--- src/rtl/ts_uart_framer_pkg.sv ---
// Shared constants and state types for the timestamp UART framer.
package ts_pkg;

    // Packet layout: sync, channel, 4 timestamp bytes (MSB first), XOR checksum.
    localparam logic [7:0] SYNC_BYTE        = 8'hA5;
    localparam int         FRAME_BYTES      = 7;
    localparam int         TS_BYTES         = 4;

    // 50 MHz system clock divided down to 115200 baud.
    localparam int         DEFAULT_BAUD_DIV = 434;

    // Bit-level serializer states (one 8N1 character).
    typedef enum logic [1:0] {
        ST_IDLE,
        ST_START,
        ST_DATA,
        ST_STOP
    } framer_state_t;

    // Byte sequencer: waiting for a record, or streaming a packet.
    typedef enum logic {
        SEQ_IDLE,
        SEQ_SEND
    } seq_state_t;

endpackage

--- src/rtl/ts_uart_framer_if.sv ---
// Record handshake between the timestamp capture logic and the framer.
interface ts_uart_framer_if #(
    parameter int CHAN_WIDTH = 2,
    parameter int TS_WIDTH   = 32
);

    logic                  rec_valid;
    logic                  rec_ready;
    logic [CHAN_WIDTH-1:0] rec_chan;
    logic [TS_WIDTH-1:0]   rec_ts;

    // Upstream producer of records.
    modport master (
        output rec_valid,
        output rec_chan,
        output rec_ts,
        input  rec_ready
    );

    // Framer side.
    modport slave (
        input  rec_valid,
        input  rec_chan,
        input  rec_ts,
        output rec_ready
    );

endinterface

--- src/rtl/ts_uart_framer_uart_tx_byte.sv ---
// 8N1 byte serializer. A start request is honoured when idle or on the
// final cycle of the stop bit, so consecutive bytes run with no gap.
module uart_tx_byte
    import ts_pkg::*;
#(
    parameter int BAUD_DIV = DEFAULT_BAUD_DIV
) (
    input  logic       clk,
    input  logic       rst,
    input  logic       start,
    input  logic [7:0] data,
    output logic       serialout,
    output logic       done
);

    localparam int CNT_W = (BAUD_DIV > 2) ? $clog2(BAUD_DIV) : 1;
    localparam logic [CNT_W-1:0] CNT_LOAD = CNT_W'(BAUD_DIV - 1);

    framer_state_t    state_reg;
    logic [CNT_W-1:0] cnt_reg;
    logic [2:0]       bit_idx_reg;
    logic [7:0]       shift_reg;
    logic             serialout_reg;

    // Last cycle of the stop bit: the point where the next byte may be chained.
    assign done      = (state_reg == ST_STOP) && (cnt_reg == '0);
    assign serialout = serialout_reg;

    // Bit sequencing; every bit holds for BAUD_DIV clocks, line driven from a flop.
    always_ff @(posedge clk or posedge rst) begin
        if (rst) begin
            state_reg     <= ST_IDLE;
            cnt_reg       <= '0;
            bit_idx_reg   <= '0;
            shift_reg     <= '0;
            serialout_reg <= 1'b1;
        end else begin
            case (state_reg)
                ST_IDLE: begin
                    if (start) begin
                        shift_reg     <= data;
                        serialout_reg <= 1'b0;
                        cnt_reg       <= CNT_LOAD;
                        state_reg     <= ST_START;
                    end
                end
                ST_START: begin
                    if (cnt_reg == '0) begin
                        serialout_reg <= shift_reg[0];
                        shift_reg     <= {1'b0, shift_reg[7:1]};
                        bit_idx_reg   <= '0;
                        cnt_reg       <= CNT_LOAD;
                        state_reg     <= ST_DATA;
                    end else begin
                        cnt_reg <= cnt_reg - CNT_W'(1);
                    end
                end
                ST_DATA: begin
                    if (cnt_reg == '0) begin
                        cnt_reg <= CNT_LOAD;
                        if (bit_idx_reg == 3'd7) begin
                            serialout_reg <= 1'b1;
                            state_reg     <= ST_STOP;
                        end else begin
                            serialout_reg <= shift_reg[0];
                            shift_reg     <= {1'b0, shift_reg[7:1]};
                            bit_idx_reg   <= bit_idx_reg + 3'd1;
                        end
                    end else begin
                        cnt_reg <= cnt_reg - CNT_W'(1);
                    end
                end
                ST_STOP: begin
                    if (cnt_reg == '0) begin
                        if (start) begin
                            shift_reg     <= data;
                            serialout_reg <= 1'b0;
                            cnt_reg       <= CNT_LOAD;
                            state_reg     <= ST_START;
                        end else begin
                            state_reg <= ST_IDLE;
                        end
                    end else begin
                        cnt_reg <= cnt_reg - CNT_W'(1);
                    end
                end
                default: state_reg <= ST_IDLE;
            endcase
        end
    end

endmodule

--- src/rtl/ts_uart_framer.sv ---
// Timestamp record framer: latches one record per handshake and streams it
// as a 7-byte packet (A5, chan, ts MSB..LSB, XOR checksum) over 8N1 serial.
// TS_WIDTH is fixed at 32 by the packet format; CHAN_WIDTH must be <= 8.
module ts_uart_framer
    import ts_pkg::*;
#(
    parameter int BAUD_DIV   = DEFAULT_BAUD_DIV,
    parameter int TS_WIDTH   = 32,
    parameter int CHAN_WIDTH = 2
) (
    input  logic             clk,
    input  logic             rst,
    ts_uart_framer_if.slave  rec,
    output logic             serialout,
    output logic             busy
);

    localparam logic [2:0] LAST_IDX = 3'(FRAME_BYTES - 1);

    seq_state_t            seq_state_reg;
    logic                  rec_ready_reg;
    logic                  busy_reg;
    logic [2:0]            byte_idx_reg;   // byte currently on the wire
    logic [CHAN_WIDTH-1:0] chan_reg;
    logic [TS_WIDTH-1:0]   ts_reg;
    logic [7:0]            csum_reg;       // XOR of bytes 1..n already loaded

    logic [7:0]            ts_byte [TS_BYTES];
    logic [7:0]            next_byte;
    logic                  accept;
    logic                  last_byte;
    logic                  tx_start;
    logic [7:0]            tx_data;
    logic                  tx_done;

    // Timestamp split into bytes, most significant first.
    genvar gi;
    generate
        for (gi = 0; gi < TS_BYTES; gi++) begin : g_ts_bytes
            assign ts_byte[gi] = ts_reg[TS_WIDTH-1-8*gi -: 8];
        end
    endgenerate

    assign accept    = (seq_state_reg == SEQ_IDLE) && rec.rec_valid && rec_ready_reg;
    assign last_byte = (byte_idx_reg == LAST_IDX);

    // The sync byte goes out on the acceptance edge itself so the start bit
    // appears the very next cycle; later bytes chain on the stop-bit end.
    assign tx_start = accept || ((seq_state_reg == SEQ_SEND) && tx_done && !last_byte);
    assign tx_data  = accept ? SYNC_BYTE : next_byte;

    // Byte following the one on the wire, taken from the latched record only.
    always_comb begin
        next_byte = csum_reg;
        case (byte_idx_reg)
            3'd0:    next_byte = 8'(chan_reg);
            3'd1:    next_byte = ts_byte[0];
            3'd2:    next_byte = ts_byte[1];
            3'd3:    next_byte = ts_byte[2];
            3'd4:    next_byte = ts_byte[3];
            default: next_byte = csum_reg;
        endcase
    end

    // Handshake, record capture, byte sequencing and checksum accumulation.
    always_ff @(posedge clk or posedge rst) begin
        if (rst) begin
            seq_state_reg <= SEQ_IDLE;
            rec_ready_reg <= 1'b1;
            busy_reg      <= 1'b0;
            byte_idx_reg  <= '0;
            chan_reg      <= '0;
            ts_reg        <= '0;
            csum_reg      <= '0;
        end else begin
            case (seq_state_reg)
                SEQ_IDLE: begin
                    if (accept) begin
                        chan_reg      <= rec.rec_chan;
                        ts_reg        <= rec.rec_ts;
                        csum_reg      <= '0;
                        byte_idx_reg  <= '0;
                        rec_ready_reg <= 1'b0;
                        busy_reg      <= 1'b1;
                        seq_state_reg <= SEQ_SEND;
                    end
                end
                SEQ_SEND: begin
                    if (tx_done) begin
                        if (last_byte) begin
                            byte_idx_reg  <= '0;
                            rec_ready_reg <= 1'b1;
                            busy_reg      <= 1'b0;
                            seq_state_reg <= SEQ_IDLE;
                        end else begin
                            byte_idx_reg <= byte_idx_reg + 3'd1;
                            // Bytes 1..5 feed the checksum; byte 6 is the checksum.
                            if (byte_idx_reg < 3'd5) begin
                                csum_reg <= csum_reg ^ next_byte;
                            end
                        end
                    end
                end
                default: seq_state_reg <= SEQ_IDLE;
            endcase
        end
    end

    assign rec.rec_ready = rec_ready_reg;
    assign busy          = busy_reg;

    uart_tx_byte #(
        .BAUD_DIV (BAUD_DIV)
    ) u_tx (
        .clk       (clk),
        .rst       (rst),
        .start     (tx_start),
        .data      (tx_data),
        .serialout (serialout),
        .done      (tx_done)
    );

endmodule

--- src/flat_wrapper.sv ---
// flat-port wrapper written by rule: the top's interface ports become plain ports
module ts_uart_framer_flat import ts_pkg::*;
#(
    parameter int BAUD_DIV   = DEFAULT_BAUD_DIV,
    parameter int TS_WIDTH   = 32,
    parameter int CHAN_WIDTH = 2
)
  (clk, rst, serialout, busy, rec_rec_valid, rec_rec_chan, rec_rec_ts, rec_rec_ready);
  ts_uart_framer_if #(.CHAN_WIDTH(CHAN_WIDTH), .TS_WIDTH(TS_WIDTH)) rec_i ();
  input  logic clk;
  input  logic rst;
  output logic serialout;
  output logic busy;
  input wire logic [$bits(rec_i.rec_valid)-1:0] rec_rec_valid;
  input wire logic [$bits(rec_i.rec_chan)-1:0] rec_rec_chan;
  input wire logic [$bits(rec_i.rec_ts)-1:0] rec_rec_ts;
  output wire logic [$bits(rec_i.rec_ready)-1:0] rec_rec_ready;
  assign rec_i.rec_valid = rec_rec_valid;
  assign rec_i.rec_chan = rec_rec_chan;
  assign rec_i.rec_ts = rec_rec_ts;
  assign rec_rec_ready = rec_i.rec_ready;
  ts_uart_framer #(.BAUD_DIV(BAUD_DIV), .TS_WIDTH(TS_WIDTH), .CHAN_WIDTH(CHAN_WIDTH)) u_core (.clk(clk), .rst(rst), .rec(rec_i), .serialout(serialout), .busy(busy));
endmodule
--- config.mk ---
export PLATFORM = sky130hd
export DESIGN_NAME = ts_uart_framer_flat
export DESIGN_NICKNAME = d
export VERILOG_FILES = /design/src/rtl/ts_uart_framer_pkg.sv /design/src/rtl/ts_uart_framer_if.sv /design/src/rtl/ts_uart_framer_uart_tx_byte.sv /design/src/rtl/ts_uart_framer.sv /design/src/flat_wrapper.sv
export SDC_FILE = /design/constraint.sdc
export NUM_CORES = 1
export LEC_CHECK = 0
export ABC_AREA = 1
export ABC_CLOCK_PERIOD_IN_PS = 2500
export CAP_MARGIN = 20
export CORE_UTILIZATION = 57
export CTS_BUF_LIST = sky130_fd_sc_hd__clkbuf_16
export DETAILED_ROUTE_END_ITERATION = 12
export PLACE_DENSITY = 0.8
export SYNTH_ARGS = -nofsm -noshare
export SYNTH_HDL_FRONTEND = slang
export SYNTH_SLANG_ARGS = --single-unit
--- constraint.sdc ---
create_clock -name clk -period 2.5 [get_ports clk]
set_input_delay 0.25 -clock clk [delete_from_list [all_inputs] [get_ports clk]]
set_output_delay 0.25 -clock clk [all_outputs]
set_load 0.005 [all_outputs]
==> results.py, run 1 <==
metrics = {
    "status": {
        "status": "complete, but fails checks",
        "violations": "design-rule violations",
    },
    "clock_tree": {
        "clk_pin_slew_ps": 60,
        "numCtsBuffers": 9,
        "cts.htree.levels": 3,
        "clock-root-buffer": "clkbuf_16",
        "clockBufferDepth": 2,
        "cts_hold_buf": 0,
        "clock_latency_ps": 330,
        "cts-resized-gates": 0,
        "cts_tree": "built",
        "clkSinkCount": 71,
        "post_cts.repair.setup_buffers": 0,
    },
    "timing": {
        "hold_violations": 0,
        "final_max_slew_viol_count": 0,
        "hold_ws_ps": 181,
        "grt_setup_unrepaired": "false",
        "min_period_over_period_pct": 85.9,
        "setup_tns_ps": 0,
        "relSlewSlack_pct": 64.7,
        "clock.fmax_mhz": 465,
        "period_minus_slack_ps": 2150,
        "worst-slew-pin-transition_ps": 530,
        "finalSetupViolCount": 0,
        "fin_skew_ps": 7.60,
    },
    "final_layout": {
        "diodes": 0,
        "syn_to_final_growth_pct": 19.4,
        "final_layout_size_suffix_gt1_share_pct": 8.14,
        "multi_input_area_sq_mm": 0.00183,
        "largest_reg_flops": 32,
        "fin_nets": 606,
        "ff_latch_area_sq_mm": 0.00178,
        "nFillCells": 538,
    },
    "setup_path": {
        "path_cells": "inv_1 -> ha_1 -> nand2_1 -> nand2_1 -> inv_1 -> nand2_1 -> nor2_1 -> nand2_1 -> nand2_1 -> nand2_1 -> nand3_1 -> o21ai_2",
        "cp-end-kind": "register",
        "cp_data_arrival_time_ps": 2350,
        "path_buf_inv": 2,
        "cp_top_family": "flip-flops",
        "crit_type": "register to register",
        "crit_top_cell": "nand2_1",
        "slowest_stage": "dfrtp_1",
        "critPathMaxStageDelay_ps": 670,
        "cp.required_ps": 2700,
        "startpoint_type": "register",
        "cp_max_fo": 14,
    },
    "routing": {
        "route.detailed.drc": 2,
        "routed_wl_um": 8330,
        "first_pass_iters": 10,
        "vias_per_cell": 5.36,
        "routed-via-count": 3443,
        "antenna_left": 0,
        "wl_per_cell_um": 13.0,
        "initialDrtViolationCount": 251,
    },
    "placed_design": {
        "gp_congestion": 0.842,
        "io_buffer_count": 39,
        "dp_hpwl_um": 5940,
    },
    "floorplanning": {
        "num_io_pins": 40,
        "coreArea_sq_mm": 0.00642,
        "die_y_um": 84.2,
        "fp.dieW_um": 84.2,
        "num_rows": 29,
        "dieArea_sq_mm": 0.00709,
        "initial_core_util_pct": 60.0,
    },
    "global_route": {
        "grt_pass1_vias": 3219,
        "grt_use_total_pct": 26.4,
        "grt_max_degree": 38,
        "antenna_found_initial": 0,
        "overflow": 0,
        "grt_pass1_wl_um": 14800,
    },
    "yosys": {
        "ys.flop_type": "dfrtp_1",
        "synth_nets": 566,
        "synth_edf_count": 0,
        "ys_ff_latch": 71,
        "yosysTopAreaCellShare_pct": 44.8,
        "yosysUniqueCellTypes": 36,
        "yosys_warnings": 0,
        "seq_area_frac_synth_pct": 46.2,
        "syn_area_per_cell_sq_um": 7.41,
        "synthCells": 520,
        "synth_area_leaders": "dfrtp_1, nand2_1, nand3_1, inv_1, nor2_1",
        "synth_top_cell_by_area": "dfrtp_1",
        "ys_async_sr_fraction_pct": 100,
        "syn_area_sq_mm": 0.00385,
    },
    "worst_hold_path": {
        "hold_path_class": "input pin to asynchronous set/reset pin",
    },
    "run": {
        "drv_cap": 0,
    },
    "power": {
        "ir_drop_mv": 0.353,
        "p_per_area_mw_per_mm2": 533,
        "p_leak_nw": 2.39,
    },
}
worst reg2reg max path, stage by stage (launching register included):
cell     delay (ps)
dfrtp_1         670
inv_1           250
ha_1            350
nand2_1         110
nand2_1          50
inv_1            60
nand2_1          50
nor2_1          100
nand2_1         100
nand2_1          80
nand2_1          60
nand3_1          90
o21ai_2          60
final cells by class:
| cell class | count | share of cell area, % |
|---|---|---|
| Inverter | 46 | 3.86 |
| Multi-Input combinational cell | 388 | 39.7 |
| Clock inverter | 7 | 1.25 |
| Tap cell | 77 | 2.09 |
| Clock buffer | 9 | 4.89 |
| Timing Repair Buffer | 44 | 9.57 |
| Sequential cell | 71 | 38.7 |
metrics by stage:
| stage | instance area (sq um) | worst slack [ps] | std cells | power (mW) | utilization (%) |
|---|---|---|---|---|---|
| 5_1_grt | 4600 | 125 | 642 | 2.53 | 71.7 |
| 2_1_floorplan | 3850 | 457 | 520 | 1.19 | - |
| 3_3_place_gp | 4320 | 403 | 626 | 1.26 | 67.3 |
| 4_1_cts | 4600 | 361 | 642 | 2.48 | 71.7 |
| 6_report | 4600 | 351 | 642 | 2.45 | 71.7 |
| 3_5_place_dp | 4320 | 325 | 626 | 1.26 | 67.3 |
Yosys cell counts (3+ instances only):
library cell,n
a21oi_1,7
buf_1,3
buf_2,4
clkbuf_1,6
dfrtp_1,69
ha_1,9
inv_1,43
nand2_1,226
nand2_2,3
nand2_4,3
nand3_1,53
nand4_1,4
nor2_1,31
o21ai_0,20
o21ai_1,7
o21ai_2,3
xor2_1,3
power by group:
group | leakage [nW] | internal [mW] | switching [mW] | total [mW]
Combinational | 1.30 | 0.0529 | 0.0303 | 0.0832
Sequential | 0.938 | 1.15 | 0 | 1.15
Clock | 0.151 | 0.757 | 0.464 | 1.22
Total | 2.39 | 1.96 | 0.495 | 2.45
final timing paths:
check | start | to | slack [ps] | depth (start not counted)
hold reg to reg | u_core.ts_byte[22]$_DFFE_PP0P_ | u_core.ts_byte[22]$_DFFE_PP0P_ | 470 | 2
setup reg to reg | u_core.byte_idx_reg[2]$_DFFE_PP0P_ | u_core.csum_reg[1]$_DFFE_PP0P_ | 350 | 12
max in group asynchronous | rst | u_core.ts_byte[17]$_DFFE_PP0P_ | 1720 | 3
setup / recovery | u_core.byte_idx_reg[2]$_DFFE_PP0P_ | u_core.csum_reg[1]$_DFFE_PP0P_ | 350 | 12
min in group clk | rec_rec_ts[27] | u_core.ts_byte[27]$_DFFE_PP0P_ | 460 | 3
hold / removal | rst | u_core.u_tx.cnt_reg[3]$_DFF_PP0_ | 180 | 2
per-layer routing:
metal,up-vias,global-route usage (%),routed length (um)
met5,-,0,0
met4,0,9.72,174
met3,15,4.33,353
met2,97,43.6,4060
met1,1608,35.3,3740
li1,1723,-,-
cells in the final DEF (no fill, tap or decap), types with 4 or more instances in the layout:
master	count
nand3_1	53
nor2_1	30
clkinv_2	4
nand4_1	4
a21oi_1	7
clkdlybuf4s50_1	39
buf_4	4
o21ai_1	7
clkbuf_16	9
dfrtp_1	69
inv_1	44
o21ai_0	20
ha_1	9
nand2_1	226
cells by family (layout without fill, tap and decap cells):
family / Yosys count / count (layout) / synth area share (%)
AOI/OAI and AO/OA: 44 / 44 / 7.05
xor gates and xnor gates: 4 / 4 / 0.909
adders and majority gates: 9 / 9 / 2.92
buffers and inverters: 61 / 106 / 6.49
DFF: 71 / 71 / 46.2
muxes: 1 / 1 / 0.260
and+or+nand+nor: 330 / 330 / 36.2
Note: power is estimated with default switching activity, not from simulation.
==> run 2, diff against run 1 <==
==> constraint.sdc (replaced) <==
create_clock -name clk -period 2.5 [get_ports clk]
set_input_delay 0.5 -clock clk [delete_from_list [all_inputs] [get_ports clk]]
set_output_delay 0.5 -clock clk [all_outputs]
set_load 0.005 [all_outputs]
==> run 2 against run 1 <==
Effect of this change: fmax rose by 10%; critical path depth decreased by 5; core utilization increased by 0.12 points; non-clock buffer count up 1; sequential share of layout area decreased by 0.063 points; largest cell class unchanged; setup slack better by 200 ps; combinational power decreased by 2%; die area unchanged; sequential power about the same; clock skew down 1.1 ps; final area up 0.16%; the flow now finishes without violations.
==> results.py, run 2 (synthesis gave the netlist of run 1 again) <==
metrics = {
    "status": {
        "status": "finished clean",
    },
    "setup_path": {
        "cp_data_arrival_time_ps": 2160,
        "startpoint_type": "register",
        "crit_type": "register to register",
        "cp_max_fo": 11,
        "r2r_cells": 7,
        "cp.required_ps": 2710,
        "cp-end-kind": "register",
    },
    "clock_tree": {
        "cts.htree.levels": 3,
        "clkSinkCount": 71,
        "cts_hold_buf": 0,
        "post_cts.repair.setup_buffers": 0,
        "cts_tree": "built",
        "clock-root-buffer": "clkbuf_16",
        "clk_pin_slew_ps": 50,
        "clock_latency_ps": 330,
        "clockBufferDepth": 2,
        "numCtsBuffers": 9,
        "cts-resized-gates": 0,
    },
    "timing": {
        "finalSetupViolCount": 0,
        "min_period_over_period_pct": 77.9,
        "setup_tns_ps": 0,
        "relSlewSlack_pct": 68.6,
        "worst-slew-pin-transition_ps": 470,
        "period_minus_slack_ps": 1950,
        "grt_setup_unrepaired": "false",
        "fin_skew_ps": 6.45,
        "clock.fmax_mhz": 513,
        "final_max_slew_viol_count": 0,
        "hold_violations": 0,
    },
    "routing": {
        "wl_met2_um": 4280,
        "met1_length_um": 3670,
        "routed_wl_um": 8320,
        "wl_met3_um": 221,
        "antenna_left": 0,
        "initialDrtViolationCount": 176,
        "route.detailed.drc": 0,
        "first_pass_iters": 5,
        "routed-via-count": 3415,
        "wl_per_cell_um": 12.9,
        "vias_per_cell": 5.31,
        "dr.max_layer_used": "met4",
    },
    "worst_hold_path": {
        "min_path_cells": 2,
        "hold_path_class": "register to register",
    },
    "global_route": {
        "overflow": 0,
        "grt_use_total_pct": 26.1,
        "grt_max_degree": 72,
        "grt_pass1_vias": 3308,
        "antenna_found_initial": 0,
        "grt_pass1_wl_um": 14800,
    },
    "final_layout": {
        "final_layout_size_suffix_gt1_share_pct": 7.95,
        "fin_util_pct": 71.8,
        "fin_nets": 607,
        "layout_common_cells": "nand2_1, dfrtp_1, nand3_1",
        "largest_reg_flops": 32,
        "diodes": 0,
        "layout_commonest_cell": "nand2_1",
        "syn_to_final_growth_pct": 19.6,
    },
    "floorplanning": {
        "coreArea_sq_mm": 0.00642,
        "num_rows": 29,
        "fp.dieW_um": 84.2,
        "initial_core_util_pct": 60.0,
        "num_io_pins": 40,
        "die_y_um": 84.2,
        "dieArea_sq_mm": 0.00709,
    },
    "run": {
        "drv_cap": 0,
    },
    "placed_design": {
        "io_buffer_count": 39,
        "dp_hpwl_um": 5790,
        "gp_congestion": 0.915,
    },
    "power": {
        "ir_drop_mv": 0.443,
        "p_leak_nw": 2.39,
        "p_per_area_mw_per_mm2": 529,
        "total_power_mw": 2.44,
    },
}
-- run 2: cell count changes in the layout (fill, tap and decap cells not counted), sizes merged --
cell / before / now
buf: 5 / 6
clkinvlp: 0 / 1
clkinv: 4 / 3
-- run 2: report_power, final --
group	internal (mW)	switching [mW]
Sequential	1.15	0
Combinational	0.0520	0.0296
Clock	0.755	0.452
-- run 2: metal layers --
layer | vias to the layer above | global-route usage, %
met2 | 70 | 44.3
met1 | 1610 | 33.5
met3 | 13 | 4.72
met4 | 0 | 9.72
li1 | 1722 | -
met5 | - | 0
-- run 2: per-stage QoR --
step / cell area [sq um] / setup WS, ps / std cells / hold WS, ps
2_1_floorplan: 3850 / 207 / 520 / 442
3_3_place_gp: 4330 / 443 / 627 / 448
3_5_place_dp: 4330 / 377 / 627 / 455
4_1_cts: 4610 / 558 / 643 / 463
5_1_grt: 4610 / 243 / 643 / 486
6_report: 4610 / 551 / 643 / 457
-- run 2: cell type report --
cell class | instances | area (sq um)
clock buffer | 9 | 225
clock inverter | 7 | 57.6
fill | 544 | 1810
inverter | 46 | 178
multi-input combinational | 388 | 1830
sequential | 71 | 1780
tap | 77 | 96.3
timing repair buffer | 45 | 448
-- run 2: worst max-delay path: stages (launching register included) --
cell,delay (ps)
dfrtp_1,420
inv_1,110
ha_1,520
inv_1,270
nand2_2,170
nand3_2,170
nand2_1,110
nand2_1,50
-- run 2: final timing paths --
check	from	end	slack, ps
max	u_core.u_tx.state_reg[0]$_DFFE_PP0P_	u_core.u_tx.shift_reg[6]$_DFFE_PP0P_	550
min	u_core.u_tx.serialout$_DFFE_PP1P_	u_core.u_tx.serialout$_DFFE_PP1P_	460
max reg2reg	u_core.u_tx.state_reg[0]$_DFFE_PP0P_	u_core.u_tx.shift_reg[6]$_DFFE_PP0P_	550
min reg2reg	u_core.u_tx.serialout$_DFFE_PP1P_	u_core.u_tx.serialout$_DFFE_PP1P_	460
max in group asynchronous	rst	u_core.u_tx.serialout$_DFFE_PP1P_	1620
min in group asynchronous	rst	u_core.busy$_DFFE_PP0P_	560
